==> config.mk <==
export PLATFORM = sky130hd
export DESIGN_NAME = timekeeper_hms
export DESIGN_NICKNAME = d
export VERILOG_FILES = /design/src/rtl/clock_pkg.sv /design/src/rtl/mod_updown_counter.sv /design/src/rtl/timekeeper_hms.sv
export SDC_FILE = /design/constraint.sdc
export NUM_CORES = 1
export LEC_CHECK = 0
export BUFFER_PORTS_ARGS = -buffer_cell sky130_fd_sc_hd__buf_2
export CAP_MARGIN = 15
export CORE_ASPECT_RATIO = 1.1
export CORE_MARGIN = 2
export CORE_UTILIZATION = 26
export DETAILED_ROUTE_END_ITERATION = 8
export GPL_TIMING_DRIVEN = 0
export PLACE_DENSITY_LB_ADDON = 0.12
export SYNTH_ARGS = -nofsm -noshare
export SYNTH_HDL_FRONTEND = slang
export SYNTH_SLANG_ARGS = --single-unit
==> constraint.sdc <==
create_clock -name clk -period 11.2 [get_ports clk]
set_clock_uncertainty 0.1 [all_clocks]
set_input_delay 1.68 -clock clk [delete_from_list [all_inputs] [get_ports clk]]
set_output_delay 1.68 -clock clk [all_outputs]
set_load 0.1 [all_outputs]
==> src/rtl/clock_pkg.sv <==
// Shared definitions for the hh:mm:ss timekeeper.
// Field moduli, adjust-select encoding and BCD helper.
package clock_pkg;

    localparam int SEC_MOD = 60;
    localparam int MIN_MOD = 60;
    localparam int HR_MOD  = 24;

    typedef enum logic [1:0] {
        ADJ_NONE = 2'b00,
        ADJ_SEC  = 2'b01,
        ADJ_MIN  = 2'b10,
        ADJ_HR   = 2'b11
    } adj_sel_e;

    typedef struct packed {
        logic [3:0] tens;
        logic [3:0] units;
    } bcd_t;

    // Two-digit split of a small binary value (0..99).
    function automatic bcd_t bin_to_bcd(input logic [6:0] v);
        bcd_t r;
        r.tens  = 4'(v / 7'd10);
        r.units = 4'(v % 7'd10);
        return r;
    endfunction

endpackage

==> src/rtl/mod_updown_counter.sv <==
// Modulo-MOD up/down counter with direction-aware
// terminal flag for carry/borrow chaining.
module mod_updown_counter #(
    parameter int WIDTH = 6,
    parameter int MOD   = 60
) (
    input  logic             clk,
    input  logic             rst,
    input  logic             en,
    input  logic             up_down,
    output logic [WIDTH-1:0] value,
    output logic             terminal
);

    localparam logic [WIDTH-1:0] TOP = WIDTH'(MOD - 1);

    // Last value before wrap in the current direction.
    assign terminal = up_down ? (value == TOP)
                              : (value == '0);

    // Step one position, wrapping at either end.
    always_ff @(posedge clk) begin
        if (rst) begin
            value <= '0;
        end else if (en) begin
            if (up_down)
                value <= terminal ? '0 : value + 1'b1;
            else
                value <= terminal ? TOP : value - 1'b1;
        end
    end

endmodule

==> src/rtl/timekeeper_hms.sv <==
// Hours/minutes/seconds timekeeper with prescaler,
// field adjust, 12/24h display and hh:mm alarm.
module timekeeper_hms
    import clock_pkg::*;
#(
    parameter int TICK_DIV   = 100_000_000,
    parameter bit FORMAT_12H = 1'b0
) (
    input  logic       clk,
    input  logic       rst,
    input  logic       run,
    input  logic       up_down,
    input  logic [1:0] adj_sel,
    input  logic       adj_pulse,
    input  logic       alarm_en,
    input  logic [4:0] alarm_hours,
    input  logic [5:0] alarm_minutes,
    output logic [3:0] sec_units,
    output logic [2:0] sec_tens,
    output logic [3:0] min_units,
    output logic [2:0] min_tens,
    output logic [3:0] hr_units,
    output logic [1:0] hr_tens,
    output logic       pm,
    output logic       tick,
    output logic       alarm
);

    localparam int PW = (TICK_DIV > 1) ? $clog2(TICK_DIV) : 1;
    localparam logic [PW-1:0] PRE_MAX = PW'(TICK_DIV - 1);

    logic [PW-1:0] presc;
    logic          wrap;
    logic          sec_evt;
    adj_sel_e      sel_e;
    logic          adj_s;
    logic          adj_m;
    logic          adj_h;
    logic          adj_any;

    logic [5:0] sec;
    logic [5:0] min;
    logic [4:0] hr;
    logic       sec_term;
    logic       min_term;
    logic       hr_term;
    logic       en_sec;
    logic       en_min;
    logic       en_hr;

    logic [5:0] nxt_sec;
    logic [5:0] nxt_min;
    logic [4:0] nxt_hr;
    logic       alarm_hit;

    logic [4:0] hr_disp;
    bcd_t       sec_bcd;
    bcd_t       min_bcd;
    bcd_t       hr_bcd;
    logic       unused_bits;

    assign wrap  = run && (presc == PRE_MAX);
    assign sel_e = adj_sel_e'(adj_sel);

    // Prescaler: holds phase while run is low.
    always_ff @(posedge clk) begin
        if (rst)
            presc <= '0;
        else if (run)
            presc <= wrap ? '0 : presc + 1'b1;
    end

    // Decode the adjust request into one field strobe.
    always_comb begin
        adj_s = 1'b0;
        adj_m = 1'b0;
        adj_h = 1'b0;
        if (adj_pulse) begin
            unique case (1'b1)
                (sel_e == ADJ_SEC): adj_s = 1'b1;
                (sel_e == ADJ_MIN): adj_m = 1'b1;
                (sel_e == ADJ_HR):  adj_h = 1'b1;
                default: ;
            endcase
        end
    end

    assign adj_any = adj_s | adj_m | adj_h;

    // An adjust swallows a coincident second event.
    assign sec_evt = wrap & ~adj_any;

    assign en_sec = adj_s | sec_evt;
    assign en_min = adj_m | (sec_evt & sec_term);
    assign en_hr  = adj_h
                  | (sec_evt & sec_term & min_term);

    mod_updown_counter #(
        .WIDTH (6),
        .MOD   (SEC_MOD)
    ) u_sec (
        .clk      (clk),
        .rst      (rst),
        .en       (en_sec),
        .up_down  (up_down),
        .value    (sec),
        .terminal (sec_term)
    );

    mod_updown_counter #(
        .WIDTH (6),
        .MOD   (MIN_MOD)
    ) u_min (
        .clk      (clk),
        .rst      (rst),
        .en       (en_min),
        .up_down  (up_down),
        .value    (min),
        .terminal (min_term)
    );

    mod_updown_counter #(
        .WIDTH (5),
        .MOD   (HR_MOD)
    ) u_hr (
        .clk      (clk),
        .rst      (rst),
        .en       (en_hr),
        .up_down  (up_down),
        .value    (hr),
        .terminal (hr_term)
    );

    // Time that a counted second would produce.
    always_comb begin
        nxt_sec = sec;
        nxt_min = min;
        nxt_hr  = hr;
        if (up_down) begin
            nxt_sec = sec_term ? 6'd0 : sec + 6'd1;
            if (sec_term) begin
                nxt_min = min_term ? 6'd0 : min + 6'd1;
                if (min_term)
                    nxt_hr = hr_term ? 5'd0 : hr + 5'd1;
            end
        end else begin
            nxt_sec = sec_term ? 6'd59 : sec - 6'd1;
            if (sec_term) begin
                nxt_min = min_term ? 6'd59 : min - 6'd1;
                if (min_term)
                    nxt_hr = hr_term ? 5'd23 : hr - 5'd1;
            end
        end
    end

    assign alarm_hit = alarm_en
                    && (nxt_sec == 6'd0)
                    && (nxt_min == alarm_minutes)
                    && (nxt_hr == alarm_hours);

    // Event strobes land together with the new time.
    always_ff @(posedge clk) begin
        if (rst) begin
            tick  <= 1'b0;
            alarm <= 1'b0;
        end else begin
            tick  <= sec_evt;
            alarm <= sec_evt & alarm_hit;
        end
    end

    // Hour value as shown in the selected format.
    always_comb begin
        hr_disp = hr;
        pm      = 1'b0;
        if (FORMAT_12H) begin
            pm      = (hr >= 5'd12);
            hr_disp = pm ? hr - 5'd12 : hr;
            if (hr_disp == 5'd0)
                hr_disp = 5'd12;
        end
    end

    assign sec_bcd = bin_to_bcd(7'(sec));
    assign min_bcd = bin_to_bcd(7'(min));
    assign hr_bcd  = bin_to_bcd(7'(hr_disp));

    assign sec_units = sec_bcd.units;
    assign sec_tens  = sec_bcd.tens[2:0];
    assign min_units = min_bcd.units;
    assign min_tens  = min_bcd.tens[2:0];
    assign hr_units  = hr_bcd.units;
    assign hr_tens   = hr_bcd.tens[1:0];

    assign unused_bits = ^{sec_bcd.tens[3],
                           min_bcd.tens[3],
                           hr_bcd.tens[3:2]};

endmodule
# Word level (Yosys, flattened, before mapping)
# Cells that the tools add are included.
[totals] regBits=46 in_bits=19 output_inout_bits=23
[op_classes] addsub=7 div_mod_pow=6 eq_ne=9 muxes=27 bitwise=10 reduce_logical=8
[op_table] op="6-bit two-way mux" n=9
[op_table] op="5-bit two-way mux" n=8
[op_table] op="27-bit by 1-bit adder with 27-bit output (second input constant)" n=1
[op_table] op="27-bit == test (second input constant)" n=1
[op_table] op="27-bit two-way mux" n=1
[op_table] op="6-bit zero test" n=3
[op_table] op="6-bit by 4-bit divider with 7-bit output (second input constant)" n=2
[op_table] op="6-bit by 4-bit remainder unit with 7-bit output (second input constant)" n=2
[op_table] op="6-bit by 1-bit adder with 6-bit output (second input constant)" n=2
[op_table] op="6-bit == test (second input constant)" n=2
[op_table] op="6-bit by 1-bit subtractor with 6-bit output (second input constant)" n=2
[op_table] op="1-bit two-way mux" n=9
[op_table] op="5-bit by 4-bit divider with 7-bit output (second input constant)" n=1
[op_table] op="5-bit by 4-bit remainder unit with 7-bit output (second input constant)" n=1
[op_table] op="6-bit == test" n=1
[op_table] op="5-bit by 1-bit adder with 5-bit output (second input constant)" n=1
[op_table] op="5-bit == test" n=1
[op_table] op="5-bit == test (second input constant)" n=1
[op_table] op="5-bit zero test" n=1
[op_table] op="1-bit OR" n=5
[op_table] op="5-bit by 1-bit subtractor with 5-bit output (second input constant)" n=1
[op_table] op="1-bit AND" n=4
[op_table] op="2-bit == test (second input constant)" n=2
[op_table] op="1-bit logical AND" n=4
[op_table] op="2 further kinds" n=2

# Depth between registers and ports, before layout
[logic_depth] ltp_word=10 mapped_depth=13 ltp_nobuf=13

# Hierarchy
# Synthesis repeated with hierarchy kept, for this count alone.
[hier_totals] hier_cells=639 area_unflattened_um2=4718.3
[by_module_without_submodules] mod="timekeeper_hms" n_inst=1 cells_per_inst=442 area_each_um2=3171.8 seq_area_each_um2=580.6
[by_module_without_submodules] mod="mod_updown_counter (u_min ...)" n_inst=2 cells_per_inst=72 area_each_um2=568.0 seq_area_each_um2=120.1
[by_module_without_submodules] mod="mod_updown_counter (u_hr)" n_inst=1 cells_per_inst=53 area_each_um2=410.4 seq_area_each_um2=100.1

# Least setup slack after synthesis
# No wires, ideal clock.
[synth_timing] kind="register to output" startpoint="register u_sec.value[0]" endpoint="output sec_units[2]" arrival_time_ns=6.358 setup_slack_ns=3.062 path_stages_with_launch=14 path_cell_list="dfxtp_1 > inv_1 > ha_1 > and3b_1 > o31a_1 > xnor2_1 > o22ai_1 > nand2_1 > xnor2_1 > ha_1 > or3_1 > a21oi_1 > a211o_1 > mux2i_1"
[synth_between] elab_chain_len=1
[synth_lines] element="from (decl)" line_no="mod_updown_counter.sv:11" text="output logic [WIDTH-1:0] value,"
[synth_lines] element="from (signal assigned)" line_no="mod_updown_counter.sv:27" text="value <= terminal ? '0 : value + 1'b1;"
[synth_lines] element="from (signal assigned)" line_no="mod_updown_counter.sv:29" text="value <= terminal ? TOP : value - 1'b1;"
[synth_lines] element="6-bit by 4-bit remainder unit with 7-bit output" line_no="clock_pkg.sv:25" text="r.units = 4'(v % 7'd10);"
[synth_lines] element="to (decl)" line_no="timekeeper_hms.sv:18" text="output logic [3:0] sec_units,"
# Every way passes these cells.

# Worst setup path after layout
# Ends and elaborated chain as after synthesis.

==> qor.yml <==
status: "completed"
vias: 3793
drc: 0
ys_warn_count: 0
drt_pass1_iterations: 4
finalCritPeriodShare: 0.535
async_flop_share: 0
slew_viol_final: 0
antenna_found_initial: 0
die-area_sq_um: 16100
rows: 47
worst_slew_pin_slew_ns: 0.635
cts_resized: 0
cp.required_ns: 9.42
muxShareOfSynthArea: 0.0471
p_total_mw: 0.517
clk_latency_ns: 0.29
finalWirelength_um: 11600
drt_iter0_drc: 231
synth_area_leaders: "dfxtp_1, ha_1, nor2_1, xnor2_1, xor2_1"
wire_per_inst_um: 15.2
synthSimpleGateAreaFrac: 0.277
grt_pass1_vias: 3688
synthMostInstantiatedCell: "nor2_1"
synth_edf_count: 0
cts-buffers-inserted: 5
synth_top_area_frac: 0.234
max_freq_mhz: 167
yosys-top-cells-count: "nor2_1, dfxtp_1, nand2_1"
clock_sinks: 46
synth_compound_area_frac: 0.200
ant_nets: 0
drive_gt1_frac: 0.140
hold_path.class: "flip-flop to flip-flop"
worstSetupPathType: "flip-flop to output pin"
setup_ws_ns: 5.20
htreeDepth: 2
cts-root-buf: "clkbuf_16"
antenna-diode-count: 0
synth.distinct_cells: 76
grt_overflow_total: 0
routed_via_density: 4.98
endpoint_kind: "output pin"
hold_ws_ns: 0.398
areaGrowthSynthToFinish_pct: 15.2
ys_ff_latch: 46
place_ws_ns: 5.52
n_fill_cell: 1656
synth_top_family_by_area: "simple AND/OR/NAND/NOR gates"
hold_violations: 0
grt_pass1_wl_um: 19300
grt_util_all_layers: 0.148
cp_max_fo: 9
max_slew_margin: 0.576
ys.flop_type: "dfxtp_1"
gp_congestion: 0.841
cts_hold_buf: 0
drv_cap: 0
netlist_area_sq_um: 3930
grt_max_degree: 18
cellLeakagePower_nw: 1.81
power_density_nw_per_um2: 114
layout.nets: 608
cts_tree: "yes"
setup_viol: 0
clockBufferDepth: 2
post-dp-hpwl_um: 8880
fin_tns_setup_ns: 0
syn_avg_cell_area_sq_um: 7.59
fin_crit_ns: 6.00
cp-start-kind: "flip-flop"
ioPinCount: 42
fp.dieH_um: 133
rsz0062_at_grt: "no"
syn-num-nets: 561
path_clk_slew_ns: 0.07
seq_area_frac_synth: 0.234
synth_top_area_cell: "dfxtp_1"
postCtsSetupRepairBufs: 0
critPathArrivalTime_ns: 4.22
initial_utilization: 0.263
synth_xor_area_frac: 0.100
port_buffers: 40
vdd_drop_max_uv: 61.0
fp.dieW_um: 121
coreArea_sq_um: 14900
synthCells: 518
synth_adder_area_share: 0.0764
==> report_power, final <==
part	switching (mW)	internal, mW	leakage (nW)
Combinational	0.136	0.0518	1.37
Clock	0.0714	0.0853	0.0752
Sequential	0.00529	0.167	0.373
==> final timing paths <==
kind | from | to | slack (ns) | cells past startpoint
hold / removal | presc[1] | presc[1] | 0.40 | 2
hold reg to reg | presc[1] | presc[1] | 0.40 | 2
setup / recovery | u_sec.value[0] | sec_units[2] | 5.20 | 14
setup reg to reg | u_min.value[1] | alarm | 7.83 | 9
==> registers in the layout (all words and copies together), names as in the netlist <==
register     count
tick             1
u_sec.value      6
u_min.value      6
alarm            1
u_hr.value       5
presc           27
==> cell usage in the layout, fill, tap and decap left out, drive strengths merged, types with 21 or more instances in the layout <==
master and instances:
nor2 68, a21oi 28, o21ai 28, buf 55
inv 28, ha 24, nand3 21, xnor2 23
dfxtp 46, xor2 22, nand2 41, clkbuf 22
==> cell families (layout without fill, tap and decap cells) <==
logic type / Yosys count / in the layout
xor+xnor: 45 / 45
fa+ha+maj: 24 / 24
mux: 17 / 17
simple gates: 210 / 210
compound gates: 117 / 117
buf+inv: 58 / 106
other cells: 1 / 1
flops: 46 / 46
==> worst max-delay path: stages (launching register included) <==
cell and delay, ns:
dfxtp_1 0.50, inv_1 0.23, ha_1 0.27, and3b_1 0.18
o31a_1 0.28, xnor2_1 0.44, o22ai_1 0.14, nand2_1 0.12
xnor2_1 0.09, ha_1 0.29, or3_1 0.41, a21oi_1 0.15
a211o_1 0.19, mux2i_1 0.19, buf_2 0.44
==> layout make-up <==
class / instances / area [sq um] / area share
multi-input combinational: 414 / 2760 / 0.609
clock inverter: 3 / 26.3 / 0.00580
buffer: 32 / 154 / 0.0340
timing repair buffer: 40 / 200 / 0.0442
inverter: 26 / 97.6 / 0.0216
sequential: 46 / 921 / 0.203
clock buffer: 5 / 125 / 0.0276
tap: 196 / 245 / 0.0542
==> per-stage QoR <==
stage,utilization,area [sq um],instances
global route,0.303,4530,762
CTS,0.303,4530,762
floorplan,-,3930,518
finish,0.303,4530,762
detailed placement,0.293,4380,754
global placement,0.293,4380,754
==> routing by layer <==
metal	part of all wire	vias up	track usage
met1	0.49	1778	0.208
met2	0.46	70	0.238
met4	0.012	0	0.0402
met5	0	-	0
met3	0.035	8	0.0190
li1	-	1937	-
Power figures use the tool's default switching activity.
